## src/rtl/demux_8_reg_pkg.sv

```systemverilog
// Shared constants and the address decode for the registered 1-to-8 distributor.
package demux_8_reg_pkg;

  localparam int NCH       = 8;
  localparam int ADDR_W    = 3;
  localparam int WIDTH_DEF = 8;
  localparam int CNT_W_DEF = 16;

  // One-hot channel select: addr 0 -> bit 0 (out1) ... addr 7 -> bit 7 (out8).
  function automatic logic [NCH-1:0] addr_decode(input logic [ADDR_W-1:0] addr);
    logic [NCH-1:0] one;
    one = {{(NCH-1){1'b0}}, 1'b1};
    return one << addr;
  endfunction

endpackage

```

## src/rtl/demux_8_reg_if.sv

```systemverilog
// Producer/consumer bus of the distributor: one input word stream, eight output slots.
interface demux_8_reg_if
  import demux_8_reg_pkg::*;
#(
  parameter int WIDTH = WIDTH_DEF,
  parameter int CNT_W = CNT_W_DEF
);

  logic              nCS;
  logic [ADDR_W-1:0] addr;
  logic [WIDTH-1:0]  din;
  logic              in_valid;
  logic              in_ready;
  logic [WIDTH-1:0]  out1;
  logic [WIDTH-1:0]  out2;
  logic [WIDTH-1:0]  out3;
  logic [WIDTH-1:0]  out4;
  logic [WIDTH-1:0]  out5;
  logic [WIDTH-1:0]  out6;
  logic [WIDTH-1:0]  out7;
  logic [WIDTH-1:0]  out8;
  logic [NCH-1:0]    out_valid;
  logic [NCH-1:0]    out_ready;
  logic [CNT_W-1:0]  xfer_cnt;

  // Environment side: producer plus the eight consumers.
  modport master (
    output nCS, addr, din, in_valid, out_ready,
    input  in_ready, out1, out2, out3, out4, out5, out6, out7, out8,
           out_valid, xfer_cnt
  );

  // Distributor side.
  modport slave (
    input  nCS, addr, din, in_valid, out_ready,
    output in_ready, out1, out2, out3, out4, out5, out6, out7, out8,
           out_valid, xfer_cnt
  );

endinterface

```

## src/rtl/demux_8_reg_slot.sv

```systemverilog
// One-entry holding slot: a valid flag plus a data register, loaded by the
// distributor and drained by its consumer.
module demux_slot #(
  parameter int WIDTH = 8
) (
  input  logic             clk,
  input  logic             rst_n,
  input  logic             load,
  input  logic [WIDTH-1:0] din,
  input  logic             drain,
  output logic [WIDTH-1:0] data,
  output logic             valid,
  output logic             free
);

  logic             valid_q, valid_d;
  logic [WIDTH-1:0] data_q, data_d;

  // Load wins over drain so a simultaneous take-and-refill keeps the slot full;
  // a plain drain only clears the flag and leaves the last word in place.
  always_comb begin
    valid_d = valid_q;
    data_d  = data_q;
    if (load) begin
      valid_d = 1'b1;
      data_d  = din;
    end else if (valid_q && drain) begin
      valid_d = 1'b0;
    end
  end

  // Slot state register; reset discards any held word.
  always_ff @(posedge clk or negedge rst_n) begin
    if (!rst_n) begin
      valid_q <= 1'b0;
      data_q  <= '0;
    end else begin
      valid_q <= valid_d;
      data_q  <= data_d;
    end
  end

  assign data  = data_q;
  assign valid = valid_q;
  // A slot can take a new word if empty or being emptied this cycle.
  assign free  = !valid_q || drain;

endmodule

```

## src/rtl/demux_8_reg.sv

```systemverilog
// Registered 1-to-8 distributor: steers each accepted input word into the
// holding slot of the addressed channel and counts accepted words.
module demux_8_reg
  import demux_8_reg_pkg::*;
#(
  parameter int WIDTH = WIDTH_DEF,
  parameter int CNT_W = CNT_W_DEF
) (
  input  logic          clk,
  input  logic          rst_n,
  demux_8_reg_if.slave  bus
);

  logic [NCH-1:0]   slot_free;
  logic [NCH-1:0]   slot_valid;
  logic [NCH-1:0]   slot_load;
  logic [WIDTH-1:0] slot_data [NCH];
  logic             in_ready;
  logic             accept;
  logic [CNT_W-1:0] xfer_cnt_q, xfer_cnt_d;

  // Acceptance is combinational on the addressed slot, so a consumer draining
  // this cycle lets the producer refill the same slot without a bubble.
  always_comb begin
    in_ready  = !bus.nCS && slot_free[bus.addr];
    accept    = bus.in_valid && in_ready;
    slot_load = accept ? addr_decode(bus.addr) : '0;
  end

  for (genvar k = 0; k < NCH; k++) begin : g_slot
    demux_slot #(
      .WIDTH (WIDTH)
    ) u_slot (
      .clk   (clk),
      .rst_n (rst_n),
      .load  (slot_load[k]),
      .din   (bus.din),
      .drain (bus.out_ready[k]),
      .data  (slot_data[k]),
      .valid (slot_valid[k]),
      .free  (slot_free[k])
    );
  end

  // Accepted-word counter, wrapping silently.
  always_comb begin
    xfer_cnt_d = xfer_cnt_q;
    if (accept) xfer_cnt_d = xfer_cnt_q + 1'b1;
  end

  // Counter register.
  always_ff @(posedge clk or negedge rst_n) begin
    if (!rst_n) xfer_cnt_q <= '0;
    else        xfer_cnt_q <= xfer_cnt_d;
  end

  assign bus.in_ready  = in_ready;
  assign bus.out_valid = slot_valid;
  assign bus.xfer_cnt  = xfer_cnt_q;
  assign bus.out1      = slot_data[0];
  assign bus.out2      = slot_data[1];
  assign bus.out3      = slot_data[2];
  assign bus.out4      = slot_data[3];
  assign bus.out5      = slot_data[4];
  assign bus.out6      = slot_data[5];
  assign bus.out7      = slot_data[6];
  assign bus.out8      = slot_data[7];

endmodule

```

## src/flat_wrapper.sv

```systemverilog
// flat-port wrapper written by rule: the top's interface ports become plain ports
module demux_8_reg_flat import demux_8_reg_pkg::*;
#(
  parameter int WIDTH = WIDTH_DEF,
  parameter int CNT_W = CNT_W_DEF
)
  (clk, rst_n, bus_nCS, bus_addr, bus_din, bus_in_valid, bus_out_ready, bus_in_ready, bus_out1, bus_out2, bus_out3, bus_out4, bus_out5, bus_out6, bus_out7, bus_out8, bus_out_valid, bus_xfer_cnt);
  demux_8_reg_if #(.WIDTH(WIDTH), .CNT_W(CNT_W)) bus_i ();
  input  logic clk;
  input  logic rst_n;
  input wire logic [$bits(bus_i.nCS)-1:0] bus_nCS;
  input wire logic [$bits(bus_i.addr)-1:0] bus_addr;
  input wire logic [$bits(bus_i.din)-1:0] bus_din;
  input wire logic [$bits(bus_i.in_valid)-1:0] bus_in_valid;
  input wire logic [$bits(bus_i.out_ready)-1:0] bus_out_ready;
  output wire logic [$bits(bus_i.in_ready)-1:0] bus_in_ready;
  output wire logic [$bits(bus_i.out1)-1:0] bus_out1;
  output wire logic [$bits(bus_i.out2)-1:0] bus_out2;
  output wire logic [$bits(bus_i.out3)-1:0] bus_out3;
  output wire logic [$bits(bus_i.out4)-1:0] bus_out4;
  output wire logic [$bits(bus_i.out5)-1:0] bus_out5;
  output wire logic [$bits(bus_i.out6)-1:0] bus_out6;
  output wire logic [$bits(bus_i.out7)-1:0] bus_out7;
  output wire logic [$bits(bus_i.out8)-1:0] bus_out8;
  output wire logic [$bits(bus_i.out_valid)-1:0] bus_out_valid;
  output wire logic [$bits(bus_i.xfer_cnt)-1:0] bus_xfer_cnt;
  assign bus_i.nCS = bus_nCS;
  assign bus_i.addr = bus_addr;
  assign bus_i.din = bus_din;
  assign bus_i.in_valid = bus_in_valid;
  assign bus_i.out_ready = bus_out_ready;
  assign bus_in_ready = bus_i.in_ready;
  assign bus_out1 = bus_i.out1;
  assign bus_out2 = bus_i.out2;
  assign bus_out3 = bus_i.out3;
  assign bus_out4 = bus_i.out4;
  assign bus_out5 = bus_i.out5;
  assign bus_out6 = bus_i.out6;
  assign bus_out7 = bus_i.out7;
  assign bus_out8 = bus_i.out8;
  assign bus_out_valid = bus_i.out_valid;
  assign bus_xfer_cnt = bus_i.xfer_cnt;
  demux_8_reg #(.WIDTH(WIDTH), .CNT_W(CNT_W)) u_core (.clk(clk), .rst_n(rst_n), .bus(bus_i));
endmodule
```

## config.mk

```make
export PLATFORM = sky130hd
export DESIGN_NAME = demux_8_reg_flat
export DESIGN_NICKNAME = d
export VERILOG_FILES = /design/src/rtl/demux_8_reg_pkg.sv /design/src/rtl/demux_8_reg_if.sv /design/src/rtl/demux_8_reg_slot.sv /design/src/rtl/demux_8_reg.sv /design/src/flat_wrapper.sv
export SDC_FILE = /design/constraint.sdc
export NUM_CORES = 1
export LEC_CHECK = 0
export CAP_MARGIN = 20
export CORE_ASPECT_RATIO = 1.75
export CORE_MARGIN = 5
export CORE_UTILIZATION = 25
export CTS_CLUSTER_SIZE = 40
export DETAILED_ROUTE_END_ITERATION = 10
export GPL_TIMING_DRIVEN = 0
export PLACE_DENSITY = 0.49
export SLEW_MARGIN = 20
export SYNTH_ARGS = -nofsm -noshare
export SYNTH_HDL_FRONTEND = slang
export SYNTH_HIERARCHICAL = 1
export SYNTH_SLANG_ARGS = --single-unit
```

## constraint.sdc

```tcl
create_clock -name clk -period 3.16 [get_ports clk]
set_input_delay 0.316 -clock clk [delete_from_list [all_inputs] [get_ports clk]]
set_output_delay 0.316 -clock clk [all_outputs]
set_load 0.01 [all_outputs]
```

==> impl_metrics.yaml <==
run_status:
  status: "completed"
timing:
  fmax_mhz: 347
  worst_slack_ns: 0.276
  fin_skew_ns: 0.00915
  max_slew_margin_pct: 63.5
  worst_pin_slew_ns: 0.548
  min_period_ns: 2.88
  rsz0062_at_grt: "no"
  slew_viol_final: 0
  hold_viol_final: 0
  finalSetupViolCount: 0
  fin_crit_sh_pct: 91.3
  tns_ns: 0
power:
  pwr-share-clk_pct: 29.3
  p_int_mw: 2.71
  switching_power_mw: 0.993
  pwr-share-comb_pct: 29.5
  ir_drop_v: 0.000308
  p_seq_share_pct: 41.2
  total_power_mw: 3.70
  p_leak_nw: 2.46
  swShare_pct: 26.8
  p_per_area_nw_per_um2: 662
finish:
  mostFrequentLayoutCells: "clkdlybuf4s50_1, dfrtp_1, mux2_4"
  areaGrowthSynthToFinish_pct: 42.9
  insertedDiodeCount: 0
  fin_util_pct: 36.4
  final_net_count: 396
  drive_above_1_share_pct: 25.5
  layout_commonest_cell: "clkdlybuf4s50_1"
  final.fill_count: 1481
global_route:
  grt_pass1_wl_mm: 17.0
  overflow: 0
  antenna_found_initial: 0
  grt_max_degree: 51
  groute.usage.overall_pct: 12.1
  grt_pass1_vias: 2791
place:
  port_buffers: 111
  gp_congestion: 0.797
  hpwl_mm: 7.86
  pre_cts_slack_ns: 0.251
run:
  maxCapViolCount: 0
clock_network:
  cts.htree.levels: 3
  cts_buffers: 9
  root_buffer: "clkbuf_16"
  clk_path_buf_depth: 2
  cts_tree: "done"
  clk_latency_ns: 0.33
  cts_resized: 0
  cts.clk_slew.worst_paths_ns: 0.06
  numClockSinks: 88
floorplanning:
  row_count: 60
  die-area_um2: 18400
  dieHeight_um: 176
  die_w_um: 105
  core-area_um2: 15400
  start_util_pct: 25.4
  num_io_pins: 112
logic_synthesis:
  synth-async-reset-ratio_pct: 100
  synthCells: 248
  ys_ff_latch: 88
  synth_fp_nets: 272
  synth-main-ff-cell: "dfrtp_1"
  ys_seq_area_share_pct: 56.2
  synth_cell_types: 25
  avgSynthCellArea_um2: 15.8
  synth_warnings: 6
  synth_edf_count: 0
  syn_area_um2: 3920
setup_path:
  critPathMaxFanout: 10
  path_depth: 7
  worstPathRequired_ns: 2.84
  slowest_delay_ns: 0.57
  r2r_start: "u_core/g_slot[7].u_slot/valid"
  crit_family: "buffers and inverters"
  arrival_ns: 2.57
  cp-start-kind: "input port"
  r2r_cells: 7
  cp-end-kind: "primary output"
  path_class: "in2out"
  path_buf_inv: 4
  r2r_end: "u_core/g_slot[1].u_slot/data[4]"
  cp_slowest_cell: "clkdlybuf4s50_1"
  crit_chain: "clkdlybuf4s50_1 -> buf_6 -> mux2i_1 -> a221oi_4 -> buf_6 -> and2_1 -> clkdlybuf4s50_1"
  rrSetupSlack_ns: 0.80
route:
  drtPass1Iterations: 4
  drt_wl_total_mm: 11.1
  num_vias: 2497
  via_per_inst: 4.44
  drc: 0
  wl_per_cell_um: 19.7
  ant_nets: 0
  dr.first_iter.drc_count: 85
min_path:
  whs_endpoint: "u_core/bus.xfer_cnt[15]"
  hold_depth: 1
  hold_class: "reg2reg"
  min_from: "u_core/bus.xfer_cnt[15]"
state kept, by name, summed over array words and instances (netlist names):
signal and cells:
u_core/bus.xfer_cnt 16, u_core/g_slot.u_slot/valid 8, u_core/g_slot.u_slot/data 64
timing repair:
| item | in CTS | in global routing |
|---|---|---|
| setup buffers | 0 | 0 |
| hold endpoints to repair | 38 | 0 |
| hold buffers | 1 | 0 |
power groups by stage:
stage / clock network, mW / registers, mW / logic [mW]
3_5_place_dp: 0 / 1.54 / 1.11
2_1_floorplan: 0 / 1.62 / 0.371
3_3_place_gp: 0 / 1.54 / 1.09
4_1_cts: 1.12 / 1.53 / 1.11
6_report: 1.08 / 1.53 / 1.09
5_1_grt: 1.16 / 1.56 / 1.16
Yosys cell counts, drive strengths merged, types with 2 or more instances:
cell / count / area [um^2]
a221oi: 2 / 41.3
and2: 8 / 51.3
and3: 11 / 68.8
and4: 3 / 26.3
buf: 11 / 118
dfrtp: 88 / 2200
mux2: 65 / 972
mux2i: 4 / 40.0
nand2b: 16 / 100
nand3: 3 / 15.0
nand4: 11 / 75.1
nor2b: 2 / 12.5
nor3b: 3 / 22.5
xnor2: 15 / 131
final cells by class:
type	instances	area (um^2)	area share, %
Clock buffer	12	246	4.41
Sequential cell	88	2200	39.4
Clock inverter	4	53.8	0.962
Inverter	1	3.75	0.0671
Timing Repair Buffer	113	1150	20.5
Tap cell	186	233	4.16
Buffer	11	118	2.10
Multi-Input combinational cell	148	1590	28.5
cell families after synthesis:
kind of cell / synth area share [%]
flops: 56.2
fa+ha+maj: 0.319
xor+xnor: 3.35
buf+inv: 3.10
mux: 25.8
simple gates: 9.90
compound gates: 1.25
worst max path at each step:
| stage | from | to | slack, ns |
|---|---|---|---|
| CTS | bus_addr[1] | bus_in_ready | 0.23 |
| global placement | rst_n | u_core/g_slot[5].u_slot/data[2] | -1.50 |
| detailed placement | bus_addr[1] | bus_in_ready | 0.25 |
| floorplan | u_core/g_slot[7].u_slot/valid | u_core/g_slot[0].u_slot/data[0] | 1.16 |
| global route | bus_addr[1] | bus_in_ready | 0.16 |
| finish | bus_addr[1] | bus_in_ready | 0.28 |
worst register-to-register path, delay by kind of cell (launching register included):
family	cells	cell delay [ns]
DFF	1	0.39
muxes	2	0.48
and+or+nand+nor	3	0.59
buffers and inverters	1	0.24
AOI/OAI and AO/OA	1	0.54
routing by layer:
layer | part of all wire, % | wire length [um] | track usage, % | up-vias
li1 | - | - | - | 1117
met1 | 40 | 4430 | 13.9 | 1282
met2 | 53 | 5880 | 21.2 | 87
met3 | 5.5 | 609 | 3.27 | 11
met4 | 1.4 | 155 | 4.32 | 0
met5 | 0 | 0 | 0 | -
stage by stage:
step           cell area (um^2)  hold WS (ns)  instances
2_1_floorplan              3920        0.0204        248
3_3_place_gp               5260         0.470        545
3_5_place_dp               5290         0.334        546
4_1_cts                    5600         0.484        563
5_1_grt                    5600         0.521        563
6_report                   5600         0.483        563
No activity file was read; power rests on OpenSTA's default activity.
